<file path="src/rtl/prog_counter.sv">
// prog_counter: programmable up/down counter with a runtime terminal value,
// wrap/saturate boundary behaviour, an optional enable prescaler, a registered
// boundary pulse (wrap) and a sticky boundary flag (ovf).
module prog_counter #(
   parameter int unsigned WIDTH    = 4,
   parameter int unsigned PRESCALE = 1
) (
   input  logic             clk,
   input  logic             reset,
   input  logic             en,
   input  logic             up_dn,
   input  logic             sat_mode,
   input  logic [WIDTH-1:0] max_val,
   input  logic             load,
   input  logic [WIDTH-1:0] load_val,
   input  logic             clr_ovf,
   output logic [WIDTH-1:0] count,
   output logic             wrap,
   output logic             ovf
);

   // Prescaler width; one bit minimum keeps declarations legal when unused.
   localparam int unsigned PW = (PRESCALE > 1) ? $clog2(PRESCALE) : 1;

   localparam logic [WIDTH-1:0] ZERO = '0;
   localparam logic [WIDTH-1:0] ONE  = WIDTH'(1);

   // High on the enabled cycle that completes a prescale period.
   logic step;

   logic [WIDTH-1:0] count_reg;
   logic [WIDTH-1:0] count_next;
   logic             wrap_reg;
   logic             ovf_reg;
   logic             boundary;
   logic [WIDTH-1:0] load_clamped;

   generate
      if (PRESCALE == 1) begin : g_no_presc
         // Every enabled cycle is a step; no prescaler state exists.
         assign step = en;
      end else begin : g_presc
         localparam logic [PW-1:0] PRESC_LAST = PW'(PRESCALE - 1);

         logic [PW-1:0] presc_reg;
         logic [PW-1:0] presc_next;

         // Advance through 0..PRESCALE-1 on enabled cycles, returning to 0 after the last.
         always_comb begin
            presc_next = presc_reg;
            if (en) begin
               if (presc_reg == PRESC_LAST) begin
                  presc_next = '0;
               end else begin
                  presc_next = presc_reg + PW'(1);
               end
            end
         end

         // Reset and load both abandon any partial prescale period.
         always_ff @(posedge clk) begin
            if (reset) begin
               presc_reg <= '0;
            end else if (load) begin
               presc_reg <= '0;
            end else begin
               presc_reg <= presc_next;
            end
         end

         assign step = en && (presc_reg == PRESC_LAST);
      end
   endgenerate

   // A load never exceeds the current terminal value.
   assign load_clamped = (load_val > max_val) ? max_val : load_val;

   // Next count and boundary detection; direction, mode and terminal value matter only on a step.
   always_comb begin
      count_next = count_reg;
      boundary   = 1'b0;
      if (step) begin
         if (up_dn) begin
            // ">=" also covers a count left above a lowered terminal value.
            if (count_reg >= max_val) begin
               boundary   = 1'b1;
               count_next = sat_mode ? max_val : ZERO;
            end else begin
               count_next = count_reg + ONE;
            end
         end else begin
            // Plain decrement even when the count sits above max_val.
            if (count_reg == ZERO) begin
               boundary   = 1'b1;
               count_next = sat_mode ? ZERO : max_val;
            end else begin
               count_next = count_reg - ONE;
            end
         end
      end
   end

   // Count and boundary pulse: reset over load over counting.
   always_ff @(posedge clk) begin
      if (reset) begin
         count_reg <= ZERO;
         wrap_reg  <= 1'b0;
      end else if (load) begin
         count_reg <= load_clamped;
         wrap_reg  <= 1'b0;
      end else begin
         count_reg <= count_next;
         wrap_reg  <= boundary;
      end
   end

   // Sticky flag: a boundary event wins over a simultaneous clear; a load cycle leaves it alone.
   always_ff @(posedge clk) begin
      if (reset) begin
         ovf_reg <= 1'b0;
      end else if (load) begin
         ovf_reg <= ovf_reg;
      end else if (boundary) begin
         ovf_reg <= 1'b1;
      end else if (clr_ovf) begin
         ovf_reg <= 1'b0;
      end
   end

   assign count = count_reg;
   assign wrap  = wrap_reg;
   assign ovf   = ovf_reg;

endmodule

</file>
<file path="config.mk">
export PLATFORM = sky130hd
export DESIGN_NAME = prog_counter
export DESIGN_NICKNAME = d
export VERILOG_FILES = /design/src/rtl/prog_counter.sv
export SDC_FILE = /design/constraint.sdc
export NUM_CORES = 1
export LEC_CHECK = 0
export ABC_AREA = 1
export CAP_MARGIN = 20
export CORE_ASPECT_RATIO = 1.4
export CORE_MARGIN = 8
export CORE_UTILIZATION = 35
export CTS_CLUSTER_SIZE = 24
export DETAILED_ROUTE_END_ITERATION = 12
export PLACE_DENSITY = 0.66
export SETUP_SLACK_MARGIN = 0.1
export SKIP_CTS_REPAIR_TIMING = 1
export SYNTH_ARGS = -nofsm -noshare
export SYNTH_HDL_FRONTEND = slang
export SYNTH_SLANG_ARGS = --single-unit
</file>
<file path="constraint.sdc">
create_clock -name clk -period 3.55 [get_ports clk]
set_clock_uncertainty 0.05 [all_clocks]
set_input_delay 0.71 -clock clk [delete_from_list [all_inputs] [get_ports clk]]
set_output_delay 0.71 -clock clk [all_outputs]
set_load 0.005 [all_outputs]
</file>
Word level (Yosys, flattened, before mapping). Cells that the tools add are included.

Memory bits (read-only): 0. Flip-flop bits (word level): 6. Input port bits: 15. Output and inout port bits: 6. Bits in writable memories: 0. Memories kept: 0. Bits in latches: 0.

Bitwise logic cells: 1. Mux-type cells: 14. Shift operators: 0. Divide/modulo/power cells: 0. Equality and inequality tests: 0. Add/subtract/negate cells: 2. $lt $le $gt $ge: 2. Reduce and logical (&&, ||, !) cells: 5. Multiply operators: 0.

Operators by type and width (number): 4-bit two-way mux (8); 1-bit two-way mux (6); 4-bit by 1-bit adder with 4-bit output (second input constant) (1); 4-bit greater-or-equal comparator (1); 4-bit greater-than comparator (1); 4-bit zero test (1); 2-bit nonzero test (2); 4-bit by 1-bit subtractor with 4-bit output (second input constant) (1); 2-bit AND reduction (1); 2-bit OR reduction (1); 1-bit inverter (1).

Depth between registers and ports, before layout. Gate-level depths: netlist (run 1).

Depth after elaboration: 6. Depth in mapped cells: 12.

Worst setup path after synthesis (run 1). No wires, ideal clock.

Kind: input -> register. Start point: input port max_val[3]. End point: register ovf_reg (netlist: ovf). Data required time: 3.387 ns. Stages on the path: 7. Path slack: 1.645 ns. Data arrival time: 1.742 ns. Path through: inv_1 > ha_1 > a21oi_2 > nand3_2 > o211ai_1 > or2_1 > nand2_1.

Word-level cells in the longest chain between the ends: 6.

Ends and longest elaborated chain: start: declaration (line 13) `input logic [WIDTH-1:0] max_val,`; 4-bit greater-or-equal comparator * (line 85) `if (count_reg >= max_val) begin`; 1-bit two-way mux * (line 85); 1-bit two-way mux * (line 83) `if (up_dn) begin`; 1-bit two-way mux * (line 82) `if (step) begin`; 2-bit nonzero test (no source line); 2-bit AND reduction (no source line); end signal: assignment (line 122) `ovf_reg <= ovf_reg;`; end: declaration (line 34) `logic ovf_reg;`.

Mark *: on every way between the ends. The rest lies on a longest branch, timed or not. A chain may end at the register's enable or synchronous reset.

Worst setup path in the final report (run 1). Ends and elaborated chain as after synthesis.

==> results of run 1 <==
## power by group through the flow
stage / sequential, mW / clock [mW] / combinational (mW)
5_1_grt: 0.0865 / 0.0755 / 0.186
3_3_place_gp: 0.0866 / 0 / 0.161
3_5_place_dp: 0.0866 / 0 / 0.164
2_1_floorplan: 0.0840 / 0 / 0.115
4_1_cts: 0.0853 / 0.0712 / 0.165
6_report: 0.0853 / 0.0696 / 0.165
## path summary, 6_finish.rpt
path / slack, ps / endpoint / cells after the start / start
max: 1130 / ovf / 8 / max_val[3]
min: 430 / ovf / 2 / ovf
max reg2reg: 1770 / count[0] / 12 / count[0]
min reg2reg: 430 / ovf / 2 / ovf
## stage by stage
stage | util, % | hold WS, ps
after global placement | 44.5 | 405
after detailed placement | 44.5 | 423
after floorplan | - | 413
after global routing | 45.4 | 463
after CTS | 45.4 | 431
final | 45.4 | 431
## worst register-to-register path: stages, from the launching register on
cell     delay, ps
dfxtp_1        470
inv_1          150
ha_1           310
inv_1           60
nand2_1         40
nand2_1         50
nand2_1         40
nand2_1        130
nand3_1         90
nand3_1         90
nand2_1         60
nand2_1         70
a21oi_2         50
## area by class of cell
cell class,instances,area [sq um],area share [%]
Clock buffer,3,22.5,2.10
Inverter,22,82.6,7.68
Multi-Input combinational cell,109,621,57.7
Sequential cell,6,120,11.2
Tap cell,23,28.8,2.68
Timing Repair Buffer,20,200,18.6
## per-layer routing
metal,up-vias,GRT usage (%)
met5,-,0
li1,490,-
met3,4,2.60
met4,0,4.37
met1,406,12.4
met2,28,20.6
## logic make-up (layout without fill, tap and decap cells)
kind of cell               count (synthesis)  after routing
DFF                                        6              6
AOI/OAI and AO/OA                         22             22
adders and majority gates                 11             11
and+or+nand+nor                           74             74
buffers and inverters                     23             45
xor gates and xnor gates                   2              2
## cell usage in the layout (no fill, tap or decap)
master / n
a21oi_1: 6
a21oi_2: 4
clkbuf_4: 3
clkdlybuf4s50_1: 20
dfxtp_1: 6
ha_1: 11
inv_1: 20
inv_2: 2
nand2_1: 44
nand2_4: 1
nand3_1: 15
nand3_2: 1
nand3_4: 1
nand4_1: 1
nor2_1: 8
nor3_1: 2
o211ai_1: 1
o21ai_0: 7
o21ai_1: 2
o21ai_2: 1
o31ai_1: 1
or2_1: 1
xnor2_1: 1
xor2_1: 1
==> impl_metrics.env, run 1 <==
export IMPL_antenna_found_initial=0
export IMPL_first_pass_iters=4
export IMPL_ys_flop_type="dfxtp_1"
export IMPL_p_switching_mw=0.134
export IMPL_wl_met3_microns=119
export IMPL_tns_ps=0
export IMPL_cp_max_fo=5
export IMPL_ant_nets=0
export IMPL_num_vias=928
export IMPL_max_freq_mhz=414
export IMPL_yosysWarnings=0
export IMPL_nFillCells=258
export IMPL_async_flop_share_pct=0
export IMPL_routed_wl_microns=2310
export IMPL_cts_buffers=3
export IMPL_synthXorXnorAreaFrac_pct=2.05
export IMPL_dp_slack_ps=914
export IMPL_dp_cells=180
export IMPL_first_global_vias=935
export IMPL_critPathKind="in2reg"
export IMPL_post_drt_via_cell_ratio=5.07
export IMPL_largest_register_ffs=4
export IMPL_ys_seq_area_share_pct=14.0
export IMPL_arrival_ps=2520
export IMPL_pwr_density_cell_nw_per_um2=297
export IMPL_status="completed"
export IMPL_core_area_sq_um=2360
export IMPL_slowest_delay_ps=490
export IMPL_num_rows=21
export IMPL_required_ps=3650
export IMPL_clockBufferDepth=2
export IMPL_hold_violations=0
export IMPL_synth_most_common_cell="nand2_1"
export IMPL_die_w_microns=57.8
export IMPL_syn_area_sq_um=856
export IMPL_place_area_sq_um=1050
export IMPL_path_delay_family="buffers and inverters"
export IMPL_synth_top_area_cell="nand2_1"
export IMPL_synth_edf_count=0
export IMPL_muxShareOfSynthArea_pct=0
export IMPL_finalCriticalPeriod_ps=2420
export IMPL_diodes=0
export IMPL_worstSkewPairLatency_ps=260
export IMPL_p_clk_share_pct=21.8
export IMPL_max_slew_margin_rel_pct=77.3
export IMPL_start_util_pct=36.2
export IMPL_layout_nets=188
export IMPL_grt_max_degree=9
export IMPL_gp_congestion=0.915
export IMPL_drt_met1_wl_microns=1000
export IMPL_cts_root_buffer="clkbuf_4"
export IMPL_ys_top_cells_by_count="nand2_1 (44), inv_1 (20), nand3_1 (15)"
export IMPL_ios=21
export IMPL_synth_top_family_by_area="simple AND/OR/NAND/NOR gates"
export IMPL_dieArea_sq_um=4310
export IMPL_cpMaxStageDelayCell="clkdlybuf4s50_1"
export IMPL_tightest_slew_ps=340
export IMPL_rsz0062_at_grt="false"
export IMPL_die_y_microns=74.5
export IMPL_wl_per_cell_microns=12.6
export IMPL_drive_gt1_share_pct=8.13
export IMPL_route_met2_wl_microns=1160
export IMPL_setup_viol=0
export IMPL_synth_cell_types=23
export IMPL_synth_area_leaders="nand2_1 (19%), ha_1 (16%), dfxtp_1 (14%)"
export IMPL_drc=0
export IMPL_cp_num_buf_inv=2
export IMPL_synthesis_instances=138
export IMPL_cap_violations=0
export IMPL_cts_clk_slew_worst_paths_ps=50
export IMPL_syn2layout_area_growth_pct=25.6
export IMPL_grt_pass1_wl_microns=3920
export IMPL_routed_top_layer="met4"
export IMPL_synth_area_per_cell_sq_um=6.20
export IMPL_critPathLaunchType="primary input"
export IMPL_fin_cells=183
export IMPL_cp_end_kind="flop"
export IMPL_synth_top_area_share_pct=19.3
export IMPL_cts_tree="yes"
export IMPL_io_buffers=20
export IMPL_grt_ovfl_total=0
export IMPL_p_leak_nw=0.558
export IMPL_hpwlAfterDp_microns=1890
export IMPL_hp_class="reg2reg"
export IMPL_grt_usage_pct=11.3
export IMPL_htreeDepth=1
export IMPL_peakVddDrop_mv=0.110
export IMPL_p_comb_share_pct=51.5
export IMPL_syn_nets=164
export IMPL_min_period_over_period_pct=68.1
export IMPL_synth_simple_area_share_pct=38.7
export IMPL_final_max_slew_viol_count=0
export IMPL_synth_compound_area_share_pct=15.6
export IMPL_cts_sinks=6
export IMPL_fin_total_pwr_mw=0.319
export IMPL_p_seq_share_pct=26.7
export IMPL_synthAdderAreaFrac_pct=16.1
export IMPL_synth_seq_cells=6
export IMPL_finalInstanceArea_sq_um=1070
export IMPL_crit_chain="clkdlybuf4s50_1 -> inv_1 -> ha_1 -> a21oi_2 -> nand3_2 -> o211ai_1 -> or2_1 -> nand2_1"
export IMPL_p_int_mw=0.186
export IMPL_netSwitchingFraction_pct=41.8
export IMPL_post_route_worst_setup_slack_ps=1130
export IMPL_dr_first_iter_drc_count=16
Note: power is estimated with default switching activity, not from simulation.
==> inputs of run 2 (changes only) <==
- clock period: 3.55 -> 2.3 ns (I/O delays scaled with it)
==> impl_metrics.env, run 2 (same netlist as run 1, synthesis figures left out) <==
export IMPL_status="completed"
export IMPL_required_ps=2440
export IMPL_antenna_found_initial=0
export IMPL_cts_tree="yes"
export IMPL_dr_first_iter_drc_count=37
export IMPL_cts_clk_slew_worst_paths_ps=40
export IMPL_ios=21
export IMPL_max_freq_mhz=485
export IMPL_dieArea_sq_um=4310
export IMPL_arrival_ps=2200
export IMPL_start_util_pct=36.2
export IMPL_worstHoldStart="ovf"
export IMPL_cts_sinks=6
export IMPL_first_pass_iters=4
export IMPL_cpMaxStageDelayCell="clkdlybuf4s50_1"
export IMPL_rsz0062_at_grt="false"
export IMPL_die_y_microns=74.5
export IMPL_layout_common_cells="nand2_1 (44), inv_1 (20), clkdlybuf4s50_1 (20), nand3_1 (15), ha_1 (11)"
export IMPL_die_w_microns=57.8
export IMPL_crit_top_cell="nand2_1"
export IMPL_cts_buffers=3
export IMPL_grt_usage_pct=10.8
export IMPL_routed_wl_microns=2250
export IMPL_setup_viol=0
export IMPL_num_vias=938
export IMPL_p_leak_nw=0.572
export IMPL_grt_ovfl_total=0
export IMPL_diodes=0
export IMPL_post_drt_via_cell_ratio=5.04
export IMPL_tns_ps=0
export IMPL_slowest_delay_ps=480
export IMPL_critPathKind="in2reg"
export IMPL_grt_pass1_wl_microns=3730
export IMPL_max_slew_margin_rel_pct=75.5
export IMPL_r2r_start="count[2]"
export IMPL_num_rows=21
export IMPL_min_period_over_period_pct=89.7
export IMPL_critPathLaunchType="primary input"
export IMPL_largest_register_ffs=4
export IMPL_first_global_vias=913
export IMPL_worstSkewPairLatency_ps=250
export IMPL_finalHoldWorstSlack_ps=421
export IMPL_cp_end_kind="flop"
export IMPL_grt_max_degree=9
export IMPL_core_area_sq_um=2360
export IMPL_layout_commonest_cell="nand2_1"
export IMPL_hp_class="reg2reg"
export IMPL_drc=0
export IMPL_gp_congestion=0.866
export IMPL_hpwlAfterDp_microns=1870
export IMPL_syn2layout_area_growth_pct=28.2
export IMPL_hold_depth=2
export IMPL_layout_nets=191
export IMPL_r2r_cells=10
export IMPL_wl_per_cell_microns=12.1
export IMPL_ant_nets=0
export IMPL_final_max_slew_viol_count=0
export IMPL_cap_violations=0
export IMPL_pwr_density_cell_nw_per_um2=450
export IMPL_timing_rr_end="count[1]"
export IMPL_tightest_slew_ps=367
export IMPL_hold_violations=0
export IMPL_crit_chain="clkdlybuf4s50_1 -> inv_1 -> ha_1 -> nand2_1 -> inv_1 -> nand2_1 -> nand2_1 -> nand2_1 -> a21oi_1 -> o21ai_0 -> a21oi_2"
export IMPL_clockBufferDepth=2
export IMPL_rrSetupSlack_ps=610
export IMPL_cts_root_buffer="clkbuf_4"
export IMPL_io_buffers=20
export IMPL_htreeDepth=1
export IMPL_peakVddDrop_mv=0.308
export IMPL_nFillCells=233
export IMPL_finalCriticalPeriod_ps=2060
export IMPL_worstHoldEndpoint="ovf"
export IMPL_drive_gt1_share_pct=9.82
export IMPL_cp_max_fo=5
## run 2: area by class of cell
cell class	instances	area (sq um)	area share, %
Clock buffer	3	22.5	2.05
Inverter	22	82.6	7.53
Multi-Input combinational cell	109	621	56.6
Sequential cell	6	120	10.9
Tap cell	23	28.8	2.62
Timing Repair Buffer	23	223	20.3
## run 2: power breakdown
group / switching [mW] / total, mW / internal [mW] / leakage [nW]
Sequential: 0.0153 / 0.129 / 0.114 / 0.0495
Combinational: 0.147 / 0.266 / 0.119 / 0.509
Clock: 0.0394 / 0.0985 / 0.0591 / 0.0138
## run 2: how the worst max path moves through the flow
| stage | to | startpoint | slack, ps |
|---|---|---|---|
| floorplan | ovf | max_val[3] | 640 |
| global placement | count[1] | max_val[3] | 60 |
| detailed placement | count[0] | max_val[3] | 40 |
| CTS | count[0] | max_val[3] | 260 |
| global route | count[0] | max_val[2] | 160 |
| finish | count[0] | max_val[3] | 240 |
## run 2: critical path, delay by kind of cell
| kind | cells | cell delay [ps] |
|---|---|---|
| buf+inv | 3 | 630 |
| simple gates | 4 | 370 |
| compound gates | 3 | 430 |
| fa+ha+maj | 1 | 310 |
## run 2: through the flow
step / total power [mW] / worst slack [ps] / std cells / utilization (%) / instance area (sq um)
after floorplan: 0.306 / 645 / 138 / - / 856
final: 0.494 / 236 / 186 / 46.4 / 1100
after detailed placement: 0.395 / 43.9 / 183 / 45.4 / 1070
after global placement: 0.391 / 64.3 / 183 / 45.4 / 1070
after global routing: 0.543 / 162 / 186 / 46.4 / 1100
after CTS: 0.497 / 262 / 186 / 46.4 / 1100
## run 2: per-layer routing
metal,GRT usage [%],share of wire (%)
met4,4.37,2.9
met2,18.3,46
met1,11.3,44
met5,0,0
met3,4.84,7.0
